--- src/rtl/uart_char_sender_pkg.sv ---
// Shared types and constants for the push-button UART character sender.
// The character register walks the uppercase alphabet and wraps.
package uart_char_sender_pkg;

  typedef enum logic [1:0] {
    IDLE  = 2'd0,
    START = 2'd1,
    DATA  = 2'd2,
    STOP  = 2'd3
  } tx_state_e;

  localparam logic [7:0] CHAR_FIRST = 8'h41;  // 'A'
  localparam logic [7:0] CHAR_LAST  = 8'h5A;  // 'Z'

  function automatic logic [7:0] next_char(input logic [7:0] c);
    return (c == CHAR_LAST) ? CHAR_FIRST : c + 8'd1;
  endfunction

endpackage

--- src/rtl/uart_char_sender_tx.sv ---
// 8N1 serial transmitter: start bit, eight data bits LSB first, stop bit,
// each held for D clock cycles. Start requests while busy are dropped.
module uart_tx
  import uart_char_sender_pkg::*;
#(
  parameter int D = 5
) (
  input  logic       clk,
  input  logic       rst_n,
  input  logic       start,
  input  logic [7:0] data,
  output logic       busy,
  output logic       txd
);

  localparam int TW = (D > 1) ? $clog2(D) : 1;
  localparam logic [TW-1:0] TIMER_LAST = TW'(D - 1);

  tx_state_e     state_q, state_d;
  logic [TW-1:0] timer_q, timer_d;
  logic [2:0]    idx_q, idx_d;
  logic [7:0]    shift_q, shift_d;
  logic          txd_q, txd_d;
  logic          bit_done;

  assign bit_done = (timer_q == TIMER_LAST);

  // NOTE: state is updated with non-blocking assignments so every register
  // samples the pre-edge values, independent of statement order.
  always_ff @(posedge clk or negedge rst_n) begin
    if (!rst_n) begin
      state_q <= IDLE;
      timer_q <= '0;
      idx_q   <= '0;
      shift_q <= '0;
      txd_q   <= 1'b1;
    end else begin
      state_q <= state_d;
      timer_q <= timer_d;
      idx_q   <= idx_d;
      shift_q <= shift_d;
      txd_q   <= txd_d;
    end
  end

  // NOTE: every output of this block is defaulted first; a path that left
  // one unassigned would infer a latch.
  always_comb begin
    state_d = state_q;
    timer_d = timer_q;
    idx_d   = idx_q;
    shift_d = shift_q;
    txd_d   = txd_q;

    unique case (state_q)
      IDLE: begin
        txd_d = 1'b1;
        if (start) begin
          shift_d = data;
          timer_d = '0;
          txd_d   = 1'b0;
          state_d = START;
        end
      end

      START: begin
        if (bit_done) begin
          timer_d = '0;
          idx_d   = '0;
          txd_d   = shift_q[0];
          state_d = DATA;
        end else begin
          timer_d = timer_q + 1'b1;
        end
      end

      DATA: begin
        if (bit_done) begin
          timer_d = '0;
          if (idx_q == 3'd7) begin
            txd_d   = 1'b1;
            state_d = STOP;
          end else begin
            idx_d   = idx_q + 3'd1;
            shift_d = shift_q >> 1;
            txd_d   = shift_q[1];
          end
        end else begin
          timer_d = timer_q + 1'b1;
        end
      end

      STOP: begin
        if (bit_done) begin
          timer_d = '0;
          state_d = IDLE;
        end else begin
          timer_d = timer_q + 1'b1;
        end
      end

      default: begin
        state_d = IDLE;
        txd_d   = 1'b1;
      end
    endcase
  end

  assign busy = (state_q != IDLE);
  assign txd  = txd_q;

endmodule

--- src/rtl/uart_char_sender.sv ---
// Button-driven UART sender: the count button steps 'A'..'Z', the send
// button transmits the current character once as an 8N1 frame.
module uart_char_sender
  import uart_char_sender_pkg::*;
#(
  parameter int D = 5,
  parameter int L = 3
) (
  input  logic i_clk,
  input  logic i_rst,
  input  logic i_sed,
  input  logic i_cnt,
  output logic o_txd
);

  localparam int BTN_SED = 0;
  localparam int BTN_CNT = 1;

  logic [1:0]        btn_raw;
  logic [1:0]        sync1, sync2;
  logic [1:0][L-1:0] samples;
  logic [1:0]        level, level_q;
  logic [1:0]        pulse;

  logic [7:0]        char_q;
  logic              tx_busy;
  logic              tx_start;

  assign btn_raw = {i_cnt, i_sed};

  // Two-flop synchronizer, L-sample agreement filter with hysteresis, and
  // rising-edge detect on the filtered level, for both buttons at once.
  always_ff @(posedge i_clk or negedge i_rst) begin
    if (!i_rst) begin
      sync1   <= '0;
      sync2   <= '0;
      samples <= '0;
      level   <= '0;
      level_q <= '0;
    end else begin
      sync1   <= btn_raw;
      sync2   <= sync1;
      level_q <= level;
      for (int b = 0; b < 2; b++) begin
        samples[b] <= L'({samples[b], sync2[b]});
        if (&samples[b]) begin
          level[b] <= 1'b1;
        end else if (~|samples[b]) begin
          level[b] <= 1'b0;
        end
      end
    end
  end

  assign pulse = level & ~level_q;

  // The transmitter latches char_q on the same edge that a simultaneous
  // count pulse updates it, so it always captures the pre-increment value.
  always_ff @(posedge i_clk or negedge i_rst) begin
    if (!i_rst) begin
      char_q <= CHAR_FIRST;
    end else if (pulse[BTN_CNT]) begin
      char_q <= next_char(char_q);
    end
  end

  assign tx_start = pulse[BTN_SED] & ~tx_busy;

  uart_tx #(
    .D(D)
  ) u_tx (
    .clk   (i_clk),
    .rst_n (i_rst),
    .start (tx_start),
    .data  (char_q),
    .busy  (tx_busy),
    .txd   (o_txd)
  );

endmodule

--- config.mk ---
export PLATFORM = sky130hd
export DESIGN_NAME = uart_char_sender
export DESIGN_NICKNAME = d
export VERILOG_FILES = /design/src/rtl/uart_char_sender_pkg.sv /design/src/rtl/uart_char_sender_tx.sv /design/src/rtl/uart_char_sender.sv
export SDC_FILE = /design/constraint.sdc
export NUM_CORES = 1
export LEC_CHECK = 0
export ABC_AREA = 1
export CAP_MARGIN = 20
export CORE_ASPECT_RATIO = 2
export CORE_MARGIN = 2
export CORE_UTILIZATION = 40
export DETAILED_ROUTE_END_ITERATION = 12
export GPL_TIMING_DRIVEN = 0
export SLEW_MARGIN = 10
export SYNTH_ARGS = -nofsm -noshare
export SYNTH_HDL_FRONTEND = slang
export SYNTH_HIERARCHICAL = 1
export SYNTH_SLANG_ARGS = --single-unit
--- constraint.sdc ---
create_clock -name i_clk -period 3.2 [get_ports i_clk]
set_clock_uncertainty 0.05 [all_clocks]
set_input_delay 0.48 -clock i_clk [delete_from_list [all_inputs] [get_ports i_clk]]
set_output_delay 0.48 -clock i_clk [all_outputs]
set_load 0.05 [all_outputs]
# After elaboration in Yosys (flattened, before gate mapping)
# Cells that the tools add are included.
[op_classes]
add_sub_neg = 3
n_eq_ne = 14
mux = 27
bitwise = 4
reduce_logical = 14
[op_table]
columns = ["cell", "n"]
rows = [
  ["8-bit two-way mux", 4],
  ["8-bit one-hot mux with 2 select lines", 1],
  ["3-bit two-way mux", 5],
  ["3-bit one-hot mux with 2 select lines", 2],
  ["2-bit two-way mux", 5],
  ["3-bit AND reduction", 3],
  ["3-bit OR reduction", 3],
  ["8-bit by 1-bit adder with 8-bit output (second input constant)", 1],
  ["8-bit by 7-bit equality test with 1-bit output (second input constant)", 1],
  ["1-bit two-way mux", 8],
  ["2-bit by 1-bit inequality test with 1-bit output (second input constant)", 4],
  ["2-bit inequality test (second input constant)", 4],
  ["2-bit one-hot mux with 4 select lines", 1],
  ["4-bit AND reduction", 2],
  ["3-bit by 1-bit adder with 3-bit output (second input constant)", 2],
  ["3-bit equality test (second input constant)", 2],
  ["2-bit nonzero test", 3],
  ["5-bit AND reduction", 1],
  ["2-bit equality test (second input constant)", 2],
  ["1-bit one-hot mux with 3 select lines", 1],
  ["3-bit nonzero test", 1],
  ["2-bit bitwise AND", 1],
  ["2-bit by 1-bit equality test with 1-bit output (second input constant)", 1],
  ["2-bit logical NOT", 1],
  ["other kinds (3)", 3],
]
[word_totals]
register_bits = 39
word_cells = 75

# Longest topological paths before layout
# Gate-level depths: netlist of run 1.
[depth]
word_depth = 5
depth_mapped = 11
mapped_depth_nobuf = 11

# Hierarchy
# Netlist of run 1, hierarchy kept.
[modules_own_cells]
columns = ["mod", "instances", "cells_each", "area_each_um2", "seq_area_each_um2"]
rows = [
  ["uart_tx", 1, 134, 1041.0, 426.7],
  ["uart_char_sender", 1, 92, 870.8, 553.0],
]

# Worst setup path after synthesis of run 1
# OpenSTA, ideal clock, no wires.
[synth_timing]
path_kind = "register -> register"
start = "register u_tx.state_q[0]"
end = "register u_tx.shift_q[7]"
setup_ns = 0.117
t_arrival_ns = 1.541
t_required_ns = 3.033
setup_slack_ns = 1.492
stages_incl_launch_ff = 12
path_cell_list = "dfrtp_1 > inv_1 > ha_1 > inv_2 > nor3_1 > inv_1 > nand2_2 > nand2_1 > inv_4 > nand2_4 > nand2_1 > nand2_1"
[synth_via]
elab_chain_cells = 5
word_cells_on_any_way = 11
[synth_rtl]
columns = ["item", "line", "text"]
rows = [
  ["start: declaration", "uart_char_sender_tx.sv:19", "tx_state_e state_q, state_d;"],
  ["start signal: assignment", "uart_char_sender_tx.sv:38", "state_q <= state_d;"],
  ["2-bit nonzero test", "uart_char_sender_tx.sv:109", "assign busy = (state_q != IDLE);"],
  ["named net tx_busy", "uart_char_sender.sv:26", "logic tx_busy;"],
  ["1-bit NOT", "uart_char_sender.sv:67", "assign tx_start = pulse[BTN_SED] & ~tx_busy;"],
  ["1-bit bitwise AND", "uart_char_sender.sv:67", ""],
  ["named net tx_start", "uart_char_sender.sv:27", "logic tx_start;"],
  ["2-bit inequality test (no source line)", "n/a", ""],
  ["4-bit AND reduction (no source line)", "n/a", ""],
  ["end signal: assignment", "uart_char_sender_tx.sv:41", "shift_q <= shift_d;"],
  ["end: declaration", "uart_char_sender_tx.sv:22", "logic [7:0] shift_q, shift_d;"],
]
# The timed path passes the listed nets, and every way through them passes these cells.
# A chain may end at the register's enable or synchronous reset.

# Worst setup path after layout of run 1
[layout_timing]
start = "register u_tx.txd_q (netlist: u_tx/txd)"
end = "output o_txd"
[layout_lines]
columns = ["item", "line", "text"]
rows = [
  ["start: declaration", "uart_char_sender_tx.sv:23", "logic txd_q, txd_d;"],
  ["start signal: assignment", "uart_char_sender_tx.sv:42", "txd_q <= txd_d;"],
  ["end: declaration", "uart_char_sender.sv:13", "output logic o_txd"],
]
# No word-level cell between the ends.

==> qor_table.md, run 1 <==
| Quantity | This run | Unit |
| --- | --- | --- |
| Fraction of post-synthesis cell area in the top cell type by area | 0.4712 | - |
| Number of global-route vias before repair | 1436 | - |
| Sequential share of power | 0.399 | - |
| Post-route ant nets | 0 | - |
| Half-perimeter wire length of the detailed placement result | 2.623 | mm |
| Hold slack | 0.05206 | ns |
| Proportion of total power due to net switching | 0.4329 | - |
| Distinct cell type count after synthesis | 25 | - |
| Clock tree from TritonCTS | yes | - |
| Post-cts resize count | 0 | - |
| Reg2reg path depth | 11 | - |
| YS warnings | 6 | - |
| Clock buffers created by TritonCTS | 5 | - |
| Final weighted congestion in routability-driven placement | 0.7912 | - |
| Logic depth of the worst setup path including buffers | 1 | - |
| Sequential fraction of the synthesis area | 0.5124 | - |
| Drt first-iter violations | 35 | - |
| Post-Syn Nets | 242 | - |
| Antenna violations before repair | 0 | - |
| Cell internal power dissipation | 0.001033 | W |
| Total power | 0.001822 | W |
| Crit-path cells | clkdlybuf4s50_1 | - |
| Class of the worst hold path | primary input to asynchronous set/reset pin | - |
| Dominant cells by area after synthesis | sky130_fd_sc_hd__dfrtp_1 (47%), sky130_fd_sc_hd__nand2_1 (17%), sky130_fd_sc_hd__ha_1 (7.9%) | - |
| Worst Setup Start Kind | register | - |
| Final nets | 254 | - |
| Maximum root-to-sink buffer count | 2 | - |
| Power share of the clock group | 0.178 | - |
| Leftover overflow at the end of global routing | 0 | - |
| Endpoint required time on the critical path | 2.67 | ns |
| Ratio of routed vias to standard cells | 4.747 | - |
| Library cell with the highest instance count after synthesis | sky130_fd_sc_hd__nand2_1 | - |
| Commonest cells in the synthesized netlist | sky130_fd_sc_hd__nand2_1 (86), sky130_fd_sc_hd__dfrtp_1 (36), sky130_fd_sc_hd__nand3_1 (22) | - |
| Count of boundary I/O pins | 5 | - |
| Setup-failing EPs final | 0 | - |
| Die Y | 101.8 | µm |
| Critical register-to-register path endpoint | u_tx/shift_q[0] | - |
| Clk Tree Root Cell | sky130_fd_sc_hd__clkbuf_8 | - |
| Flops & latches, synth | 39 | - |
| Worst slew slack as a fraction of its limit | 0.6745 | - |
| Reg-to-reg slack, setup | 1.17 | ns |
| Cell family with the largest share of critical-path delay | buffers and inverters | - |
| Initial Utilization | 0.4158 | - |
| WL/cell | 12.24 | µm |
| DR vias | 1391 | - |
| Data arrival time of the worst path | 1.62 | ns |
| Status | finished, final reports clean | - |
| RSZ-0062 raised after global routing | false | - |
| Number of pins exceeding their max-slew limit in the final report | 0 | - |
| Crit Reg-Reg Startpoint | u_tx/state_q[0] | - |
| Worst-Margin Slew | 0.4867 | ns |
| Total global-route track usage | 0.1629 | - |
| First-pass iteration count of the detailed router | 4 | - |
| Die Width | 52.89 | µm |
| Die area | 5382 | µm² |
| Number of hold violations in the final report | 0 | - |
| CP max FO | 2 | - |
| Share of async-settable or async-resettable flops after synthesis | 1.000 | - |
| Cells after Synth | 226 | - |
| Final standard cell count with taps included and fillers excluded | 293 | - |
| Area growth from synthesis to final layout | 11.19 | % |
| Final wirelength | 3.586 | mm |
| Leakage power | 1.110 | nW |
| Avg Inst Size Synth | 8.459 | µm² |
| Number of buffers inserted to repair setup after CTS | 0 | - |
| Fraction of final layout cells with drive strength greater than 1 | 0.1176 | - |
| Largest net degree at the start of global routing | 24 | - |
| Synthesized cell area | 1912 | µm² |
| Inst Count DP | 286 | - |
| Most used flip-flop cell after synthesis | sky130_fd_sc_hd__dfrtp_1 | - |
| Power density over the cells | 857.0 | nW/µm² |
| Clk pin slew, worst setup/hold paths | 0.08 | ns |
| Max-cap violation count | 0 | - |
| Worst setup path category | register to output port | - |
| Yosys top cell by area | sky130_fd_sc_hd__dfrtp_1 | - |
| Cell row count | 35 | - |
| Logic pwr share | 0.423 | - |
| Timing-limited maximum frequency | 464.7 | MHz |
| Wire length of the first global-routing pass | 6.258 | mm |
| Hold bufs inserted after CTS | 0 | - |
| Number of remaining DRC errors | 0 | - |
| Switching pwr | 0.0007886 | W |
| Number of port buffers | 4 | - |
| Area inside the core boundary | 4598 | µm² |
| Master of the slowest instance on the critical path | sky130_fd_sc_hd__clkdlybuf4s50_1 | - |
| Count of clock tree sinks | 39 | - |
| Worst-Skew Late Latency | 0.30 | ns |
| Setup total negative slack | 0 | ns |
| Nature of the critical path endpoint | output port | - |
| Time the final worst path needs with I/O delays and setup | 2.152 | ns |
| Maximum vdd ir drop | 0.4173 | mV |
| Number of antenna diodes | 0 | - |
| CP bufs+invs | 1 | - |
| Number of flops mapped to enable cells by yosys | 0 | - |
| H-tree depth reported by CTS | 2 | - |
| Delay of the slowest critical-path stage | 0.79 | ns |
| Ratio of final minimum period to clock period | 0.6725 | - |
per-layer routing:
metal  part of all wire  vias up  global-route usage  wire, µm
li1                   -      737                   -         -
met1               0.41      637              0.1657      1480
met2               0.54       10              0.2904      1939
met3              0.019        7             0.03540        68
met4              0.027        0             0.09665        97
met5                  0        -                   0         0
stage by stage:
stage | area, µm² | setup WS [ns] | util
floorplan | 1912 | 1.492 | -
global placement | 2021 | 0.6045 | 0.4395
detailed placement | 2043 | 1.188 | 0.4444
CTS | 2126 | 1.028 | 0.4623
global route | 2126 | 1.002 | 0.4623
finish | 2126 | 1.048 | 0.4623
sequential cells by signal (all words and copies together) (netlist names), 3 cells and up:
name	count
u_tx/shift_q	8
u_tx/timer_q	3
samples	6
char_q	8
u_tx/idx_q	3
worst max-delay path by stage:
| stage | from | end | slack (ns) |
|---|---|---|---|
| after floorplan | u_tx/state_q[0] | u_tx/shift_q[7] | 1.49 |
| after global placement | i_rst | u_tx/idx_q[1] | 0.60 |
| after detailed placement | u_tx/state_q[0] | u_tx/shift_q[2] | 1.19 |
| after CTS | u_tx/txd | o_txd | 1.03 |
| after global routing | u_tx/state_q[0] | u_tx/shift_q[4] | 1.00 |
| final | u_tx/txd | o_txd | 1.05 |
cell usage in the layout, fill, tap and decap left out, drive strengths merged:
cell,count
nand3,23
nor2,11
nand4,5
clkbuf,5
o21ai,9
xor2,1
dfrtp,36
buf,3
clkinv,2
inv,24
nand3b,1
or2,2
ha,12
clkdlybuf4s50,3
dfstp,3
nand2,92
a21oi,2
nor3,4
kinds of logic (layout without fill, tap and decap cells):
group / count (synthesis) / in the layout / share of synthesized area
and+or+nand+nor: 138 / 138 / 0.3155
DFF: 39 / 39 / 0.5124
xor gates and xnor gates: 1 / 1 / 0.004582
buffers and inverters: 25 / 37 / 0.05236
adders and majority gates: 12 / 12 / 0.07853
AOI/OAI and AO/OA: 11 / 11 / 0.03665
area by class of cell:
type                    count  area (µm²)
plain buffers               1       7.507
clock inverters             2       13.76
repair buffers              5       62.56
flip-flops and latches     39       979.7
fillers                   470        2472
clock buffers               5       68.82
well taps                  55       68.82
inverters                  24       92.59
multi-input cells         162       832.0
power by group through the flow:
stage	Sequential (W)	Clock (W)	Combinational (W)
CTS	0.000728	0.000344	0.000782
global placement	0.000734	0	0.000766
detailed placement	0.000738	0	0.000776
floorplan	0.000731	0	0.000589
global route	0.000750	0.000360	0.000895
finish	0.000727	0.000325	0.000770
No activity file was read; power rests on OpenSTA's default activity.
==> run 2, diff against run 1 <==
clock period = 2.15 ns   (was 3.2 ns; I/O delays follow)
==> run 2 against run 1 <==
  * Sequential power up 49%
  * Worst setup slack worse by 0.89 ns
  * Worst hold slack better by 0.25 ns
  * Global-route usage up 0.12 points
  * Sequential share of layout area down 0.32 points
  * Sequential cell count unchanged
  * Clock power up 49%
  * Total power up 49%
  * Clock-buffer cell count unchanged
  * Wire length up 1.2%
  * Final area up 0.71%
  * Combinational power up 49%
  * Critical endpoint unchanged
  * Largest cell class unchanged
==> qor_table.md, run 2 (same netlist as run 1, synthesis figures left out) <==
| Quantity | This run | Unit | Delta |
| --- | --- | --- | --- |
| Placement-stage cell area | 2043 | µm² | unchanged |
| Clk Tree Root Cell | sky130_fd_sc_hd__clkbuf_8 | - |  |
| Crit Reg-Reg Startpoint | u_tx/state_q[0] | - |  |
| Number of global-route vias before repair | 1441 | - | +0.35% |
| Worst setup path category | register to output port | - |  |
| Worst-Margin Slew | 0.4867 | ns | unchanged |
| Endpoint required time on the critical path | 1.78 | ns | -0.89 ns |
| Final wirelength | 3.630 | mm | +1.2% |
| Worst-Skew Late Latency | 0.30 | ns | about the same |
| CP bufs+invs | 1 | - | unchanged |
| Clk pin slew, worst setup/hold paths | 0.08 | ns | about the same |
| Most common library cell in the layout ignoring fill and taps | sky130_fd_sc_hd__nand2_1 | - |  |
| Largest registers | char_q x8, u_tx/shift_q x8, samples x6 | - |  |
| Drt first-iter violations | 42 | - | +20% |
| Cell row count | 35 | - | unchanged |
| Placement Setup Slack | 0.1376 | ns | -1.050 ns |
| Half-perimeter wire length of the detailed placement result | 2.623 | mm | unchanged |
| RSZ-0062 raised after global routing | false | - |  |
| Number of remaining DRC errors | 0 | - | unchanged |
| Largest net degree at the start of global routing | 24 | - | unchanged |
| Count of clock tree sinks | 39 | - | unchanged |
| Number of antenna diodes | 0 | - | unchanged |
| Leakage power | 1.115 | nW | +0.47% |
| Time the final worst path needs with I/O delays and setup | 1.995 | ns |  |
| Total global-route track usage | 0.1640 | - | +0.001189 |
| Final nets | 255 | - | +0.39% |
| Maximum root-to-sink buffer count | 2 | - | unchanged |
| Nature of the critical path endpoint | output port | - |  |
| DR vias | 1393 | - | +0.14% |
| Worst Setup Start Kind | register | - |  |
| Worst setup startpoint | u_tx/txd | - |  |
| Area inside the core boundary | 4598 | µm² | unchanged |
| Met1 demand-to-capacity share in global routing | 0.1657 | - | unchanged |
| Combined flip-flop and latch cell area | 979.7 | µm² | unchanged |
| Class of the worst hold path | register to register | - |  |
| Post-route core utilization | 0.4656 | - | +0.003265 |
| Clock tree from TritonCTS | yes | - |  |
| Top library cells by usage in the layout, fill and taps aside | sky130_fd_sc_hd__nand2_1 (86), sky130_fd_sc_hd__dfrtp_1 (36), sky130_fd_sc_hd__nand3_1 (22) | - |  |
| Met3 layer usage reported by global route | 0.03540 | - | unchanged |
| Clock buffers created by TritonCTS | 5 | - | unchanged |
| Initial Utilization | 0.4158 | - | unchanged |
| Multi-input combinational cell area | 837.1 | µm² | +0.60% |
| Global Route met2 Usage | 0.2942 | - | +0.003846 |
| Finished Cell Area | 2141 | µm² | +0.71% |
| Max-cap violation count | 0 | - | unchanged |
| H-tree depth reported by CTS | 2 | - | unchanged |
| Final weighted congestion in routability-driven placement | 0.7912 | - | unchanged |
| Antenna violations before repair | 0 | - | unchanged |
| Count of boundary I/O pins | 5 | - | unchanged |
| Cell family with the largest share of critical-path delay | buffers and inverters | - |  |
| Count of filler cells inserted in the layout | 470 | - | unchanged |
| Die Width | 52.89 | µm | unchanged |
| Worst slew slack as a fraction of its limit | 0.6745 | - | unchanged |
| Ratio of final minimum period to clock period | 0.9279 | - |  |
| Wire length of the first global-routing pass | 6.292 | mm | +0.54% |
| Leftover overflow at the end of global routing | 0 | - | unchanged |
| Timing-limited maximum frequency | 501.2 | MHz |  |
| Crit-path cells | clkdlybuf4s50_1 | - |  |
| Die Y | 101.8 | µm | unchanged |
| Ratio of routed vias to standard cells | 4.738 | - | -0.20% |
| Setup-failing EPs final | 0 | - | unchanged |
| Area growth from synthesis to final layout | 11.98 | % |  |
| Setup slack after layout | 0.1549 | ns | -0.8929 ns |
| Number of port buffers | 4 | - | unchanged |
| First-pass iteration count of the detailed router | 4 | - | unchanged |
| CP max FO | 2 | - | unchanged |
| Post-route ant nets | 0 | - | unchanged |
| WL/cell | 12.35 | µm | +0.88% |
| Delay of the slowest critical-path stage | 0.79 | ns | about the same |
| Maximum vdd ir drop | 0.6222 | mV | +49% |
| Global routing's busiest layer | met2 | - |  |
| Master of the slowest instance on the critical path | sky130_fd_sc_hd__clkdlybuf4s50_1 | - |  |
| Die area | 5382 | µm² | unchanged |
| Number of pins exceeding their max-slew limit in the final report | 0 | - | unchanged |
| HP Start | sync2[0] | - |  |
| Fraction of final layout cells with drive strength greater than 1 | 0.1213 | - | +0.003692 |
| Status | finished, final reports clean | - |  |
| Number of hold violations in the final report | 0 | - | unchanged |
| Data arrival time of the worst path | 1.62 | ns | about the same |
| Power density over the cells | 1272 | nW/µm² | +48% |
==> run 2: layout make-up <==
type                    count  share of cell area
clock inverters             2            0.006429
plain buffers               1            0.003507
inverters                  24             0.04325
flip-flops and latches     39              0.4576
clock buffers               5             0.03214
repair buffers              6             0.03390
multi-input cells         162              0.3910
well taps                  55             0.03214
==> run 2: worst paths after layout <==
kind | cells past startpoint | slack, ns | end
setup / recovery | 1 | 0.15 | o_txd
hold / removal | 0 | 0.30 | samples[0]
setup reg to reg | 11 | 0.21 | u_tx/shift_q[0]
hold reg to reg | 0 | 0.30 | samples[0]
max in group asynchronous | 3 | 1.05 | char_q[6]
min in group asynchronous | 2 | 0.46 | samples[2]
==> run 2: worst reg2reg max path, delay by kind of cell, from the launching register on <==
kind	cells	cell delay [ns]
flops	1	0.43
simple gates	6	0.69
buf+inv	4	0.45
fa+ha+maj	1	0.23
==> run 2: through the flow <==
stage	setup TNS, ns	cells	total power, W	hold slack (ns)
after global placement	-10.28	285	0.002233	0.2820
after CTS	0	294	0.002761	0.3035
final	0	294	0.002722	0.3008
after global routing	0	294	0.002991	0.3185
after detailed placement	0	286	0.002253	0.2316
after floorplan	0	226	0.001965	-0.02309
==> run 2: where the power goes <==
part	switching (W)	internal, W	total (W)	leakage [nW]
logic	0.000757	0.000397	0.00115	0.586
registers	0.000162	0.000921	0.00108	0.485
clock network	0.000264	0.000222	0.000485	0.0440
total	0.00118	0.00154	0.00272	1.12
==> run 2: metal layers <==
| metal | vias up | wire [µm] |
|---|---|---|
| li1 | 739 | - |
| met1 | 637 | 1497 |
| met2 | 10 | 1965 |
| met3 | 7 | 69 |
| met4 | 0 | 97 |
| met5 | - | 0 |
==> run 2: what timing repair did <==
item	CTS	global route
hold buffers	1	0
setup endpoints to repair	0	8
endpoints found under the hold margin	15	0
gates resized for setup	0	1
buffers inserted	0	0
